<file path="src/rtl/lane_scheduler.sv">
// lane_scheduler
//   Four-lane slot scheduler. Each lane owns a one-word hold register and
//   a full flag. Every clock edge in RUN or FLUSH issues one output slot.
//   A granted slot emits the held word. An ungranted slot emits IDLE_CHAR
//   with the valid bit clear.
//
//   Build option:
//     LANE_SCHED_SKIP_EN  defined   -> work-conserving round-robin. The grant
//                                      goes to the first full lane at or
//                                      after ptr.
//                         undefined -> fixed TDM. Each slot belongs to lane
//                                      ptr, and ptr advances every slot.
//
//   Ports:
//     clk_4f      single clock, rising edge
//     reset       asynchronous, active-high
//     enable      scheduler run request
//     data0..3    lane inputs, bit 8 = valid, [7:0] = payload
//     ready       bit i = lane i can accept a word this cycle
//     out_data    registered slot output, bit 8 = valid, [7:0] = payload
//     out_lane    registered lane index of the slot that produced out_data
//     busy        registered, 1 while the FSM is not IDLE
//     sent_count  registered count of valid words emitted (wraps)
module lane_scheduler #(
    parameter logic [7:0] IDLE_CHAR = 8'hBC
) (
    input  logic        clk_4f,
    input  logic        reset,
    input  logic        enable,
    input  logic [8:0]  data0,
    input  logic [8:0]  data1,
    input  logic [8:0]  data2,
    input  logic [8:0]  data3,
    output logic [3:0]  ready,
    output logic [8:0]  out_data,
    output logic [1:0]  out_lane,
    output logic        busy,
    output logic [15:0] sent_count
);

    typedef enum logic [1:0] {IDLE, RUN, FLUSH} state_t;

    state_t      state;
    state_t      state_nxt;
    logic [1:0]  ptr;
    logic [1:0]  ptr_nxt;
    logic [3:0]  full;
    logic [3:0]  full_nxt;
    logic [7:0]  hold [4];
    logic [8:0]  data_in [4];
    logic [3:0]  accept;
    logic        gnt_vld;
    logic [1:0]  gnt_lane;
    logic [3:0]  gnt_mask;

    assign data_in[0] = data0;
    assign data_in[1] = data1;
    assign data_in[2] = data2;
    assign data_in[3] = data3;

    // Only RUN admits new words; FLUSH drains, IDLE holds nothing.
    assign ready = (state == RUN) ? ~full : 4'b0000;

    always_comb begin
        for (int i = 0; i < 4; i++) begin
            accept[i] = data_in[i][8] & ready[i];
        end
    end

`ifdef LANE_SCHED_SKIP_EN
    // Scan from the farthest candidate back to ptr so the closest full
    // lane in circular order wins.
    always_comb begin
        logic [1:0] cand;
        gnt_vld  = 1'b0;
        gnt_lane = ptr;
        cand     = ptr;
        for (int k = 3; k >= 0; k--) begin
            cand = ptr + 2'(k);
            if (full[cand]) begin
                gnt_vld  = 1'b1;
                gnt_lane = cand;
            end
        end
        ptr_nxt = gnt_vld ? gnt_lane + 2'd1 : ptr;
    end
`else
    always_comb begin
        gnt_lane = ptr;
        gnt_vld  = full[ptr];
        ptr_nxt  = ptr + 2'd1;
    end
`endif

    assign gnt_mask = gnt_vld ? (4'b0001 << gnt_lane) : 4'b0000;
    // A granted lane is never ready, so the accept and grant masks are disjoint.
    assign full_nxt = (full & ~gnt_mask) | accept;

    always_comb begin
        state_nxt = state;
        case (state)
            IDLE:    if (enable) state_nxt = RUN;
            // Any word still held, or landing at this edge, must be drained.
            RUN:     if (!enable) state_nxt = ((full != 4'b0000) || (accept != 4'b0000)) ? FLUSH : IDLE;
            FLUSH:   if (enable) state_nxt = RUN;
                     else if (full_nxt == 4'b0000) state_nxt = IDLE;
            default: state_nxt = IDLE;
        endcase
    end

    always_ff @(posedge clk_4f or posedge reset) begin
        if (reset) begin
            state      <= IDLE;
            ptr        <= 2'd0;
            full       <= 4'b0000;
            out_data   <= {1'b0, IDLE_CHAR};
            out_lane   <= 2'd0;
            busy       <= 1'b0;
            sent_count <= 16'd0;
            for (int i = 0; i < 4; i++) begin
                hold[i] <= 8'd0;
            end
        end else begin
            state <= state_nxt;
            busy  <= (state_nxt != IDLE);
            if (state == IDLE) begin
                out_data <= {1'b0, IDLE_CHAR};
                out_lane <= 2'd0;
                ptr      <= 2'd0;
            end else begin
                ptr      <= ptr_nxt;
                full     <= full_nxt;
                out_lane <= gnt_lane;
                out_data <= gnt_vld ? {1'b1, hold[gnt_lane]} : {1'b0, IDLE_CHAR};
                if (gnt_vld) begin
                    sent_count <= sent_count + 16'd1;
                end
                for (int i = 0; i < 4; i++) begin
                    if (accept[i]) begin
                        hold[i] <= data_in[i][7:0];
                    end
                end
            end
        end
    end

endmodule

</file>
<file path="config.mk">
export PLATFORM = sky130hd
export DESIGN_NAME = lane_scheduler
export DESIGN_NICKNAME = d
export VERILOG_FILES = /design/src/rtl/lane_scheduler.sv
export SDC_FILE = /design/constraint.sdc
export NUM_CORES = 1
export LEC_CHECK = 0
export CORE_UTILIZATION = 50
export DETAILED_ROUTE_END_ITERATION = 10
export MAX_ROUTING_LAYER = met4
export PLACE_DENSITY = 0.9
export SKIP_CTS_REPAIR_TIMING = 1
export SLEW_MARGIN = 30
export SYNTH_ARGS = -nofsm -noshare
export SYNTH_HDL_FRONTEND = slang
export SYNTH_SLANG_ARGS = --single-unit
</file>
<file path="constraint.sdc">
create_clock -name clk_4f -period 2.1 [get_ports clk_4f]
set_input_delay 0.21 -clock clk_4f [delete_from_list [all_inputs] [get_ports clk_4f]]
set_output_delay 0.21 -clock clk_4f [all_outputs]
set_load 0.005 [all_outputs]
</file>
# Word level (Yosys, flattened, before mapping)
# Cells that the tools add are included.
dict set report totals {
  regBits 68
  inputBits 39
  out_inout_bits 32
  wordCells 56
}
dict set report classes {
  n_addsub 2
  n_lt_le_gt_ge 2
  n_eq_ne 2
  shifts 1
  n_mux 17
  bitwise 10
  reduce_logical 11
}
# op n
set op_table {}
lappend op_table {{$mux 9} 2}
lappend op_table {{$add 16x1->16 const B} 1}
lappend op_table {{$bmux 8 s2} 1}
lappend op_table {{$mux 8} 2}
lappend op_table {{$mux 2} 7}
lappend op_table {{$reduce_and 2->1} 5}
lappend op_table {{$mux 4} 2}
lappend op_table {{$not 4->4} 2}
lappend op_table {{$reduce_bool 4->1} 2}
lappend op_table {{$pmux 2 s3} 1}
lappend op_table {{$and 1x1->1} 4}
lappend op_table {{$and 4x4->4} 1}
lappend op_table {{$logic_not 4->1} 1}
lappend op_table {{$or 4x4->4} 1}
lappend op_table {{$shl 1x2->4 const A} 1}
lappend op_table {{$ge 3x3->1 const B} 1}
lappend op_table {{$lt 2x3->1 const B} 1}
lappend op_table {{$not 2->3} 1}
lappend op_table {{$add 2x1->2 const B} 1}
lappend op_table {{$bmux 1 s2} 1}
lappend op_table {{$eq 2x1->1 const B} 1}
lappend op_table {{$eq 2x2->1 const B} 1}
lappend op_table {{$logic_not 2->1} 1}
lappend op_table {{$reduce_bool 2->1} 1}
lappend op_table {{other kinds (3)} 3}

# Depth between registers and ports, before layout
dict set report depth {
  ltp_word 11
  mapped_depth 8
  depth_no_buf 7
}

# Least setup slack after synthesis
# No wires, ideal clock.
dict set report synth_timing {
  path_type {register to register}
  startpoint {register ptr[0] (netlist: gnt_lane[0])}
  endpoint {register sent_count[15]}
  setup_time_ps 80
  arrival_ps 1551
  setup_slack_ps 469
  path_stages_with_launch 7
  path_buffers 1
  period_less_slack_ps 1631
  path_cell_list {dfrtp_1 > buf_6 > mux4_2 > and4b_4 > and2_4 > nand4_2 > xnor2_1}
}
dict set report synth_via {
  elab_chain_cells 3
}
# item line_no
set synth_rtl {}
lappend synth_rtl {{start, declared} 45} ;# logic [1:0] ptr;
lappend synth_rtl {{start signal, assigned} 131} ;# ptr <= ptr_nxt;
lappend synth_rtl {{$bmux 1 s2} 90} ;# gnt_vld = full[ptr];
lappend synth_rtl {{$mux 1 (not written as such)} 90}
lappend synth_rtl {{$reduce_and 2->1 (no line)} -}
lappend synth_rtl {{end signal, assigned} 136} ;# sent_count <= sent_count + 16'd1;
lappend synth_rtl {{end, declared} 38} ;# output logic [15:0] sent_count
# No other way between the ends. The select of a mux whose other input is x is not followed.
# A chain may end at the register's enable or synchronous reset.

# Final worst setup path
dict set report layout_timing {
  startpoint {register state[1]}
  endpoint {output port ready[2]}
}
dict set report layout_via {
  elab_chain_cells 2
}
# item line_no
set layout_rtl {}
lappend layout_rtl {{start, declared} 43} ;# state_t state;
lappend layout_rtl {{start signal, assigned} 124} ;# state <= state_nxt;
lappend layout_rtl {{$eq 2x1->1} 62} ;# assign ready = (state == RUN) ? ~full : 4'b0000;
lappend layout_rtl {{$mux 4} 62}
lappend layout_rtl {{end, declared} 34} ;# output logic [3:0] ready,
# No other way between the ends.

==> flow_summary_export.csv <==
group,metric,value,unit
routing,route.met3.wl,363,µm
sta,worstMarginPinSlew,474,ps
routing,via_per_inst,5.34,
synth,ys.warnings.count,0,
routing,ant_nets,0,
place,place_area,0.00392,mm²
sta,setup_slack,146,ps
pwr,power_density,1210,mW/mm²
floorplanning,start_util,52.0,%
pwr,p_leak,1.76,nW
pwr,switching_power,1.41,mW
pwr,comb_power_share,31.9,%
routing,finalWirelength,6250,µm
min_path,min_path_type,"input pin to asynchronous set/reset pin",
routing,vias,2072,
pwr,p_int,3.59,mW
routing,drc,0,
pwr,p_sw_share,28.2,%
sta,whs,149,ps
routing,met2_length,3300,µm
clock_network,clk_pin_slew,70,ps
worst_setup_path,r2r_cells,6,
worst_setup_path,slowest_delay,520,ps
floorplanning,fp-row-count,28,
routing,dr.pass1.iters,4,
pwr,vdd_drop_max,0.000710,V
worst_setup_path,critPathSlowestCell,"clkdlybuf4s50_1",
worst_setup_path,path_buf_inv,1,
routing,wl_met1,2470,µm
global_routing,grt_max_degree,37,
pwr,power,4.99,mW
worst_setup_path,critical_path.max_fanout,7,
clock_network,numCtsBuffers,9,
clock_network,cts_tree,"built",
synth,syn_area_per_cell,13.5,µm²
worst_setup_path,start_kind,"register",
floorplanning,die-area,0.00651,mm²
final_layout,final_common_cell,"clkdlybuf4s50_1",
final_layout,final_nets,352,
routing,top_layer_used,"met4",
synth,postSynth.asyncResetShare,100,%
floorplanning,chipWidth,80.7,µm
floorplanning,io_pins,71,
worst_setup_path,end_kind,"primary output",
final_layout,area_growth,33.6,%
sta,fmax,0.512,GHz
outcome,outcome,"completed",
clock_network,h-tree-depth,3,
clock_network,clk_path_buf_depth,2,
place,finalWeightedCongestion,0.886,
synth,ys.flop_type,"dfrtp_1",
synth,synthDistinctLibCells,45,
clock_network,clkLatencyLatePin,340,ps
synth,synth_edf_count,0,
global_routing,antenna_found_initial,0,
final_layout,final_cell_mix,"70 x clkdlybuf4s50_1, 63 x dfrtp_1, 34 x mux2_2, 15 x nor2_1",
routing,drt_iter0_drc,89,
place,dp_slack,215,ps
synth,ys_ff_latch,68,
global_routing,first_global_vias,2165,
synth,syn_area,0.00310,mm²
synth,synth_nets,273,
clock_network,clock-sinks,68,
synth,ys_seq_area_share,55.2,%
floorplanning,die_height,80.7,µm
run,maxCapViolations,0,
sta,setup_viol,0,
routing,wl_per_cell,16.1,µm
global_routing,grt.total_usage,22.7,%
clock_network,root_buffer,"clkbuf_8",
worst_setup_path,critPathTopFamily,"buffers and inverters",
sta,finalCriticalPeriod,1950,ps
worst_setup_path,arrival,1740,ps
worst_setup_path,path_depth,3,
global_routing,grt_first_pass_wirelength,10300,µm
final_layout,antenna_cells,0,
sta,skew,8.33,ps
sta,slew_headroom,68.3,%
sta,slew_violations,0,
synth,synthCells,229,
floorplanning,core_area,0.00596,mm²
final_layout,final_layout_size_suffix_gt1_share,25.2,%
global_routing,gr-total-overflow,0,
sta,rsz0062_at_grt,"false",
sta,layout_worst_path_cycle_share,93.0,%
sta,setup_tns,0,ps
final_layout,fin_area,0.00414,mm²
pwr,seq_power_share,44.8,%
place,place_hpwl,4680,µm
worst_setup_path,critical_path_class,"register to primary output",
worst_setup_path,crit_chain,"nand2b_2 > nor2_1 > clkdlybuf4s50_1",
sta,hold_violations,0,
pwr,clock_power_share,23.3,%
place,portBuffers,70,
worst_setup_path,cp_data_required_time,1890,ps
sequential cells by signal, summed over array words and instances (netlist names):
signal      cells
out_lane        2
gnt_lane        2
busy            1
hold           32
state           2
sent_count     16
out_data        9
full            4
Yosys cell counts (2+ instances only):
cell type   n  share of area (%)
dfrtp_1    63                 51
and3_1      3               0.61
xnor2_1    12                3.4
nor2_1     15                1.8
and2_1      6                1.2
xor2_1      3               0.85
nor2b_1     2               0.40
o31ai_1     4               0.97
nand3_1     3               0.48
buf_2       9                1.5
dfstp_2     5                4.2
mux2_2     34                 12
a21oi_1     4               0.65
ha_1        5                2.0
nand2b_1    6                1.2
nand4_1     2               0.40
inv_1       5               0.61
mux4_2      5                3.6
mux4_1      4                3.4
nand2_1    12                1.5
o21ai_0     2               0.32
a21o_1      2               0.48
worst paths after layout:
kind                                 from              to  slack [ps]
max                              state[1]        ready[2]         150
min                                 reset  sent_count[11]         150
max reg2reg                   gnt_lane[1]        state[1]         220
min reg2reg                sent_count[15]  sent_count[15]         500
max in group asynchronous           reset     out_data[5]        1340
min in group clk_4f              data3[6]         hold[6]         480
power by group through the flow:
stage	sequential (mW)	clock, mW	combinational (mW)
2_1_floorplan	2.09	0	1.10
3_3_place_gp	2.23	0	1.54
3_5_place_dp	2.26	0	1.61
4_1_cts	2.24	1.19	1.62
5_1_grt	2.32	1.25	1.75
6_report	2.24	1.16	1.59
per-layer routing:
metal	track usage [%]	up-vias
li1	-	968
met1	26.1	1024
met2	37.2	67
met3	5.23	13
met4	11.1	0
met5	-	-
through the flow:
| stage | utilization (%) | instances |
|---|---|---|
| 4_1_cts | 69.4 | 388 |
| 6_report | 69.4 | 388 |
| 5_1_grt | 69.4 | 388 |
| 3_5_place_dp | 65.8 | 372 |
| 3_3_place_gp | 65.8 | 372 |
| 2_1_floorplan | - | 229 |
worst reg2reg max path: cells and delay by family (launching register included):
kind                     cells  cell delay (ps)
AO/OA/AOI/OAI                3              510
adder cells (fa/ha/maj)      1              170
buffers and inverters        1              220
flip-flops                   1              550
AND/OR/NAND/NOR              1              320
layout make-up:
| cell class | count | area (µm²) |
|---|---|---|
| clock buffer | 11 | 141 |
| clock inverter | 5 | 75.1 |
| fill | 437 | 1820 |
| inverter | 5 | 18.8 |
| multi-input combinational | 145 | 1320 |
| sequential | 68 | 1710 |
| tap | 75 | 93.8 |
| timing repair buffer | 79 | 781 |
kinds of logic (layout without fill, tap and decap cells):
group / after synthesis / in the layout / share of synthesized area [%]
AO/OA/AOI/OAI: 19 / 19 / 4.28
XOR/XNOR: 15 / 15 / 4.24
adder cells (fa/ha/maj): 5 / 5 / 2.02
buffers and inverters: 16 / 100 / 2.55
flip-flops: 68 / 68 / 55.2
multiplexers: 44 / 44 / 19.7
AND/OR/NAND/NOR: 62 / 62 / 12.0
Note: power is estimated with default switching activity, not from simulation.
